## config.mk

```make
export PLATFORM = sky130hd
export DESIGN_NAME = pipe_ctrl
export DESIGN_NICKNAME = d
export VERILOG_FILES = /design/src/rtl/pipe_ctrl.sv
export SDC_FILE = /design/constraint.sdc
export NUM_CORES = 1
export LEC_CHECK = 0
export BUFFER_PORTS_ARGS = -buffer_cell sky130_fd_sc_hd__buf_2
export CORE_ASPECT_RATIO = 0.7
export CORE_MARGIN = 3
export CORE_UTILIZATION = 51
export CTS_CLUSTER_DIAMETER = 40
export DETAILED_ROUTE_END_ITERATION = 10
export GPL_TIMING_DRIVEN = 0
export PLACE_DENSITY = 0.95
export SETUP_SLACK_MARGIN = 0.4
export SYNTH_ARGS = -nofsm -noshare
export SYNTH_HDL_FRONTEND = slang
export SYNTH_SLANG_ARGS = --single-unit
```

## constraint.sdc

```tcl
create_clock -name clock -period 4.7 [get_ports clock]
set_input_delay 0.94 -clock clock [delete_from_list [all_inputs] [get_ports clock]]
set_output_delay 0.94 -clock clock [all_outputs]
set_load 0.02 [all_outputs]
```

## src/rtl/pipe_ctrl.sv

```systemverilog
// Run-control and load-use hazard sequencer for the 5-stage 16-bit pipeline.
// Owns the global exec/idle state, start/halt/single-step control and debug cycle counters.
module pipe_ctrl #(
    parameter int CNT_W = 16
) (
    input  logic             clock,
    input  logic             reset,
    input  logic             start,
    input  logic             step_mode,
    input  logic             step,
    input  logic [15:0]      id_ir,
    input  logic [15:0]      ex_ir,
    input  logic [15:0]      wb_ir,
    input  logic             jump,
    output logic             state,
    output logic             stall,
    output logic             bubble,
    output logic             halted,
    output logic [CNT_W-1:0] cycle_cnt,
    output logic [CNT_W-1:0] stall_cnt
);

    localparam logic [4:0] OP_NOP   = 5'd0;
    localparam logic [4:0] OP_HALT  = 5'd1;
    localparam logic [4:0] OP_LOAD  = 5'd2;
    localparam logic [4:0] OP_STORE = 5'd3;
    localparam logic [4:0] OP_ADD   = 5'd4;
    localparam logic [4:0] OP_ADDC  = 5'd5;
    localparam logic [4:0] OP_SUB   = 5'd6;
    localparam logic [4:0] OP_SUBC  = 5'd7;
    localparam logic [4:0] OP_CMP   = 5'd8;
    localparam logic [4:0] OP_AND   = 5'd9;
    localparam logic [4:0] OP_OR    = 5'd10;
    localparam logic [4:0] OP_XOR   = 5'd11;
    localparam logic [4:0] OP_SHL   = 5'd12;
    localparam logic [4:0] OP_SHR   = 5'd13;
    localparam logic [4:0] OP_CAL   = 5'd14;
    localparam logic [4:0] OP_CAR   = 5'd15;
    localparam logic [4:0] OP_ADDI  = 5'd16;
    localparam logic [4:0] OP_SUBI  = 5'd17;
    localparam logic [4:0] OP_MOVI  = 5'd18;
    localparam logic [4:0] OP_JUMP  = 5'd24;
    localparam logic [4:0] OP_JZ    = 5'd25;
    localparam logic [4:0] OP_JNZ   = 5'd26;
    localparam logic [4:0] OP_JS    = 5'd27;
    localparam logic [4:0] OP_JNS   = 5'd28;
    localparam logic [4:0] OP_JC    = 5'd29;
    localparam logic [4:0] OP_JNC   = 5'd30;

    typedef enum logic [2:0] {
        S_IDLE   = 3'd0,
        S_RUN    = 3'd1,
        S_PAUSE  = 3'd2,
        S_STEP   = 3'd3,
        S_HALTED = 3'd4
    } fsm_t;

    fsm_t fsm_q, fsm_d;
    logic start_q, step_q;
    logic start_p, step_p;
    logic wb_halt;
    logic [4:0] id_op, ex_op;
    logic use_r1, use_r2, use_r3;
    logic load_use;

    assign start_p = start & ~start_q;
    assign step_p  = step & ~step_q;
    assign wb_halt = (wb_ir[15:11] == OP_HALT);
    assign id_op   = id_ir[15:11];
    assign ex_op   = ex_ir[15:11];

    always_ff @(posedge clock or posedge reset) begin
        if (reset) begin
            fsm_q   <= S_IDLE;
            start_q <= 1'b0;
            step_q  <= 1'b0;
        end else begin
            fsm_q   <= fsm_d;
            start_q <= start;
            step_q  <= step;
        end
    end

    // HALT reaching WB beats every other transition out of RUN/STEP.
    always_comb begin
        fsm_d = fsm_q;
        case (fsm_q)
            S_IDLE: begin
                if (start_p) fsm_d = step_mode ? S_PAUSE : S_RUN;
            end
            S_RUN: begin
                if (wb_halt)        fsm_d = S_HALTED;
                else if (step_mode) fsm_d = S_PAUSE;
            end
            S_PAUSE: begin
                if (step_p)                       fsm_d = S_STEP;
                else if (start_p && !step_mode)   fsm_d = S_RUN;
            end
            S_STEP: begin
                fsm_d = wb_halt ? S_HALTED : S_PAUSE;
            end
            S_HALTED: begin
                if (start_p) fsm_d = S_IDLE;
            end
            default: fsm_d = S_IDLE;
        endcase
    end

    assign state  = (fsm_q == S_RUN) || (fsm_q == S_STEP);
    assign halted = (fsm_q == S_HALTED);

    always_comb begin
        use_r1 = 1'b0;
        use_r2 = 1'b0;
        use_r3 = 1'b0;
        case (id_op)
            OP_JZ, OP_JNZ, OP_JS, OP_JNS, OP_JC, OP_JNC,
            OP_ADDI, OP_SUBI, OP_MOVI:                     use_r1 = 1'b1;
            OP_STORE: begin
                use_r1 = 1'b1;
                use_r2 = 1'b1;
            end
            OP_LOAD, OP_SHL, OP_SHR, OP_CAL, OP_CAR:       use_r2 = 1'b1;
            OP_ADD, OP_ADDC, OP_SUB, OP_SUBC, OP_CMP,
            OP_AND, OP_OR, OP_XOR: begin
                use_r2 = 1'b1;
                use_r3 = 1'b1;
            end
            default: ;
        endcase
    end

    // Only a LOAD one stage ahead needs a stall; one stage later, MEM forwarding covers it.
    always_comb begin
        load_use = 1'b0;
        if (ex_op == OP_LOAD && id_op != OP_JUMP) begin
            load_use = (use_r1 && id_ir[10:8] == ex_ir[10:8]) ||
                       (use_r2 && id_ir[6:4]  == ex_ir[10:8]) ||
                       (use_r3 && id_ir[2:0]  == ex_ir[10:8]);
        end
    end

    // A taken jump flushes ID/IF anyway, so spending a stall cycle would be wasted.
    assign stall  = state & load_use & ~jump;
    assign bubble = stall;

    always_ff @(posedge clock or posedge reset) begin
        if (reset) begin
            cycle_cnt <= '0;
            stall_cnt <= '0;
        end else begin
            if (state && cycle_cnt != {CNT_W{1'b1}}) cycle_cnt <= cycle_cnt + CNT_W'(1);
            if (stall && stall_cnt != {CNT_W{1'b1}}) stall_cnt <= stall_cnt + CNT_W'(1);
        end
    end

    logic unused_ok;
    assign unused_ok = (id_op == OP_NOP) & (ex_op == OP_NOP);

endmodule

```

# ---- After elaboration in Yosys (flattened, before gate mapping)
# Cells that the tools add are included.
dict set report op_classes {
  n_addsub 2
  mul 0
  div_mod_pow 0
  order_cmp 0
  n_eq_ne 39
  shifts 0
  n_mux 13
  bitwise 7
  reduce_logical 16
}
# cell count
set op_table {}
lappend op_table {{$eq A5 B5 Y1 const B} 9}
lappend op_table {{$eq A5 B4 Y1 const B} 8}
lappend op_table {{$add A16 B1 Y16 const B} 2}
lappend op_table {{$ne A16 B16 Y1 const B} 2}
lappend op_table {{$mux W3} 7}
lappend op_table {{$eq A5 B3 Y1 const B} 4}
lappend op_table {{$eq A5 B2 Y1 const B} 3}
lappend op_table {{$pmux W3 S5} 1}
lappend op_table {{$reduce_or A14 Y1} 1}
lappend op_table {{$reduce_or A10 Y1} 1}
lappend op_table {{$eq A3 B3 Y1} 3}
lappend op_table {{$reduce_or A8 Y1} 1}
lappend op_table {{$logic_and A1 B1 Y1} 7}
lappend op_table {{$eq A3 B2 Y1 const B} 2}
lappend op_table {{$ne A3 B3 Y1 const B} 2}
lappend op_table {{$eq A5 B1 Y1 const B} 1}
lappend op_table {{$ne A5 B5 Y1 const B} 1}
lappend op_table {{$and A1 B1 Y1} 4}
lappend op_table {{$mux W1} 4}
lappend op_table {{$reduce_and A4 Y1} 1}
lappend op_table {{$eq A3 B1 Y1 const B} 1}
lappend op_table {{$eq A3 B3 Y1 const B} 1}
lappend op_table {{$logic_not A3 Y1} 1}
lappend op_table {{$logic_or A1 B1 Y1} 3}
lappend op_table {{5 further kinds} 7}
dict set report word_totals {
  register_bits 37
  latchBits 0
  ramBits 0
  rom_bits 0
  out_inout_bits 36
  n_memories 0
}

# ---- Logic depth before layout (Yosys ltp)
dict set report depth {
  word_depth 10
  mapped_depth 6
  mapped_depth_nobuf 6
}

# ---- Least setup slack after synthesis
# OpenSTA, ideal clock, no wires.
dict set report synth_path {
  kind {input to output}
  from {input port ex_ir[14]}
  to {output port stall}
  arrival_ps 2743
  required_time_ps 3760
  setup_slack_ps 1017
  cell_stages 6
  path_cell_list {or4b_1 -> nor2_1 -> o211ai_1 -> clkbuf_1 -> o21ai_0 -> buf_4}
}
dict set report synth_between {
  elab_chain_cells 5
}
# item line_no
set synth_rtl {}
lappend synth_rtl {{start: declaration} 12} ;# input logic [15:0] ex_ir,
lappend synth_rtl {{$eq A5 B2 Y1} 136} ;# if (ex_op == OP_LOAD && id_op != OP_JUMP) begin
lappend synth_rtl {{$logic_and A1 B1 Y1} 136}
lappend synth_rtl {{$mux W1} 136}
lappend synth_rtl {{$and A1 B1 Y1 (2 in series)} 144} ;# assign stall = state & load_use & ~jump;
lappend synth_rtl {{end: declaration} 16} ;# output logic stall,
# No other way between the ends.

# ---- Worst setup path after layout
# Same ends and word-level chain as after synthesis.

==> results by stage <==
STA:
- The number of pins exceeding their max-slew limit in the final report is 0.
- The final cycle utilization of the critical path is 0.832.
- The peak clock frequency supported by timing is 256 MHz.
- Headroom to the max-slew limit came out at 0.507.
- The number of endpoints with negative hold slack in the final report came to 0.
- The routed design could run at a clock period as short as 3.91 ns.
- For the pin with the worst max-slew slack, the measured transition is 0.738 ns.
- On the final layout, the worst clock skew is 0.00702 ns.
- Setup repair after global routing left no endpoint under its margin.
- Setup violations remaining at the end of the flow were counted as 0.
- The sum of negative setup slack is 0 ns.

Place:
- The number of cells in the design after placement is 327.
- Routability-driven placement finished with a final weighted congestion of 0.929.
- In this run the tool buffered the top-level ports with a little under 70 buffer cells.
- Summed over all nets, the half-perimeter wirelength after detailed placement is 3640 µm.

Synthesis:
- The top flip-flop cell by instance count after synthesis is dfrtp_1.
- The count of synthesis-stage warnings from yosys is 0.
- The gate count of the mapped netlist is 209.
- The share of the Yosys chip area taken by registers is 0.439.
- Synthesis instantiated 38 different standard cells from the library.
- After synthesis the netlist holds a flip-flop and latch count of 37.
- The number of synthesized flops with an enable pin is 0.
- Synthesis produced a netlist with a net count of between 200 and 300.
- Summing every instance area after synthesis gives between 0.002 and 0.0025 mm².
- The async set-reset flop share out of synthesis is 1.00.
- Dividing the synthesized area by the synthesized cell count gives 10.1 µm².

Global routing:
- The total overflow left after global routing is 0.
- Across every metal layer, demand over resource in global routing totals 0.199.
- The number of antenna violations at the first check in global routing came to 0.
- The number of global-route vias before repair came to 1,816.
- Entering global routing, the biggest net connects 38 pins.
- The first global-routing pass estimated 7930 µm of wire.

Layout:
- The number of fill cells in the layout is about 300.
- The area added between synthesis and finish is 23.0%.
- The count of antenna diodes in the layout is 0.
- The fraction of layout cells with a size suffix above 1 is 0.309.
- The count of placed standard cells in the final layout, fillers left out is 335.
- The total number of nets in the final design is 340.

Routing:
- The per-cell routed wire length is 14.0 µm.
- The post-route antenna net violation count is 0.
- The routed layout has 1,868 vias.
- The first TritonRoute pass finished after 4 iterations.
- The post-route DRC violation count is 0.
- The number of vias per cell is 5.58.
- After detailed routing, the total wire length is 4690 µm.
- The number of design-rule violations left by the first detailed-router iteration is 82.

Floorplan:
- The floorplan step set the die height to roughly 60 µm.
- The number of core rows is 18.
- From left edge to right edge, the die measures between 80 and 90 µm.
- The number of top-level pins is 90.
- The die covers 0.00496 mm².
- The area of the core region is 0.00374 mm².
- The initial utilization of the core area, before any placement, comes to 0.564.

Power and ir drop:
- The reported net switching power is 275 µW.
- VDD sags by at most ~0.30 mV.
- Of the total power, combinational logic draws 0.237.
- The share of total power dissipated in the clock network is 0.267.
- The sequential fraction of design power is 0.496.
- For this design the ratio of total power to cell area is 311 mW/mm².
- The leakage power of the design is 0.00127 µW.
- The total design power is 808 µW.
- Cell internal power was estimated by the tool at 532 µW.
- The net switching share of the total power is 0.341.

Worst hold path:
- The path class of the lowest-slack min-delay path is reg -> reg.

Setup path:
- At the worst endpoint, the arrival time is 2.97 ns.
- The maximum fanout along the worst path is 10.
- STA classifies the critical path endpoint as an output pin.
- The start-to-end type of the worst setup path is in -> out.
- For the worst setup path, the data required time is approximately 3.8 ns.
- The startpoint class of the critical path is an input port.

Clocking:
- Once the clock tree was built, the setup fixing pass inserted 0 buffers.
- TritonCTS built the clock tree.
- The count of hold-fix buffers inserted at cts is 0.
- The clock reaches the later pin of the worst-skew pair after roughly 0.3 ns.
- The root cell of the clock tree is clkbuf_8.
- Clock-pin slew was measured on the worst setup and hold paths at 0.07 ns.
- The clock passes through at most 2 buffers.
- Counting every sink on the clock net gives 37.
- The TritonCTS buffer count is 5.
- The number of H-tree levels is 2.
- Gates resized during post-CTS repair numbered 0.

Status:
- The run finished with clean final reports.

Run:
- The number of maximum-capacitance constraint violations is 0.
-- through the flow --
step                utilization  area, µm²  hold slack (ns)  setup slack, ns
global route              0.694       2590            0.522            0.697
CTS                       0.694       2590            0.492            0.802
detailed placement        0.672       2510            0.478            0.807
floorplan                     -       2110            0.477             1.02
finish                    0.694       2590            0.492            0.789
global placement          0.672       2510            0.475            0.827
-- routing by layer --
| layer | up-vias | track usage | share of wire |
|---|---|---|---|
| met5 | - | 0 | 0 |
| met4 | 0 | 0.0629 | 0.012 |
| met3 | 8 | 0.0551 | 0.072 |
| met2 | 65 | 0.339 | 0.48 |
| met1 | 886 | 0.251 | 0.44 |
| li1 | 909 | - | - |
-- Yosys cell counts (3+ instances only) --
cell type | n | share of area
mux2_2 | 4 | 0.021
nor4_1 | 6 | 0.018
nand2_1 | 14 | 0.025
nand3_1 | 15 | 0.036
nor2_1 | 14 | 0.025
and2_1 | 3 | 0.0089
a211oi_1 | 9 | 0.032
a2111oi_2 | 3 | 0.021
nand4_1 | 9 | 0.027
a21oi_1 | 10 | 0.024
xnor2_1 | 10 | 0.042
nand2b_1 | 4 | 0.012
nor3_1 | 8 | 0.019
inv_1 | 5 | 0.0089
nor2b_1 | 4 | 0.012
xor2_1 | 24 | 0.10
dfrtp_1 | 37 | 0.44
-- worst max-delay path, stage by stage --
cell,delay [ns]
buf_2,0.09
or4b_1,0.61
nor2_1,0.19
o211ai_1,0.30
clkbuf_1,0.32
o21ai_0,0.20
buf_4,0.16
buf_2,0.15
-- power groups by stage --
stage / logic, µW / clock network [µW] / registers [µW]
floorplan: 99.7 / 0 / 425
global placement: 184 / 0 / 402
detailed placement: 193 / 0 / 404
CTS: 192 / 219 / 400
global route: 210 / 230 / 407
finish: 191 / 216 / 401
-- sequential cells by signal, indices dropped and copies added (netlist names) --
name,flops
cycle_cnt,16
fsm_q,3
stall_cnt,16
start_q,1
step_q,1
-- logic make-up (layout without fill, tap and decap cells) --
| kind of cell | count (synthesis) | after routing | share of synthesized area |
|---|---|---|---|
| mux | 6 | 6 | 0.0320 |
| simple gates | 91 | 91 | 0.240 |
| compound gates | 32 | 32 | 0.122 |
| flops | 37 | 37 | 0.439 |
| buf+inv | 7 | 83 | 0.0142 |
| fa+ha+maj | 2 | 2 | 0.0119 |
| xor+xnor | 34 | 34 | 0.141 |
-- final cells by class --
| type | count | area (µm²) | share of cell area |
|---|---|---|---|
| tap | 50 | 62.6 | 0.0241 |
| clock inverter | 2 | 10.0 | 0.00386 |
| sequential | 37 | 926 | 0.357 |
| clock buffer | 6 | 72.6 | 0.0280 |
| buffer | 2 | 11.3 | 0.00434 |
| inverter | 5 | 18.8 | 0.00723 |
| multi-input combinational | 165 | 1150 | 0.445 |
| timing repair buffer | 68 | 340 | 0.131 |
-- worst paths after layout --
| path | to | slack, ns | cells after the start | startpoint |
|---|---|---|---|---|
| max | stall | 0.79 | 8 | ex_ir[14] |
| min | cycle_cnt[7]$_DFFE_PP0P_ | 0.49 | 1 | cycle_cnt[7]$_DFFE_PP0P_ |
| max reg2reg | stall_cnt[14]$_DFFE_PP0P_ | 2.21 | 5 | fsm_q[2]$_DFFE_PP0P_ |
| min reg2reg | cycle_cnt[7]$_DFFE_PP0P_ | 0.49 | 1 | cycle_cnt[7]$_DFFE_PP0P_ |
| max in group asynchronous | stall_cnt[14]$_DFFE_PP0P_ | 3.46 | 2 | reset |
| min in group asynchronous | cycle_cnt[14]$_DFFE_PP0P_ | 0.77 | 2 | reset |
-- placed cells by master, fill, tap and decap left out, drive strengths merged, types with 2 or more instances in the layout --
cell type | netlist | layout
o21ai | 2 | 2
dfrtp | 37 | 37
nor3 | 8 | 8
inv | 5 | 5
nor2 | 14 | 14
a2111oi | 5 | 5
mux2 | 6 | 6
buf | 1 | 69
ha | 2 | 2
nand2b | 4 | 4
o211ai | 2 | 2
xnor2 | 10 | 10
nand3 | 15 | 15
or3 | 2 | 2
and3 | 2 | 2
a21oi | 10 | 10
o21a | 2 | 2
a211oi | 9 | 9
xor2 | 24 | 24
and4 | 2 | 2
nand4 | 10 | 10
clkbuf | 1 | 7
nor2b | 4 | 4
and2 | 3 | 3
or4b | 2 | 2
nand2 | 14 | 14
nor4 | 6 | 6
or2b | 2 | 2
clkinv | 0 | 2
No activity file was read; power rests on OpenSTA's default activity.
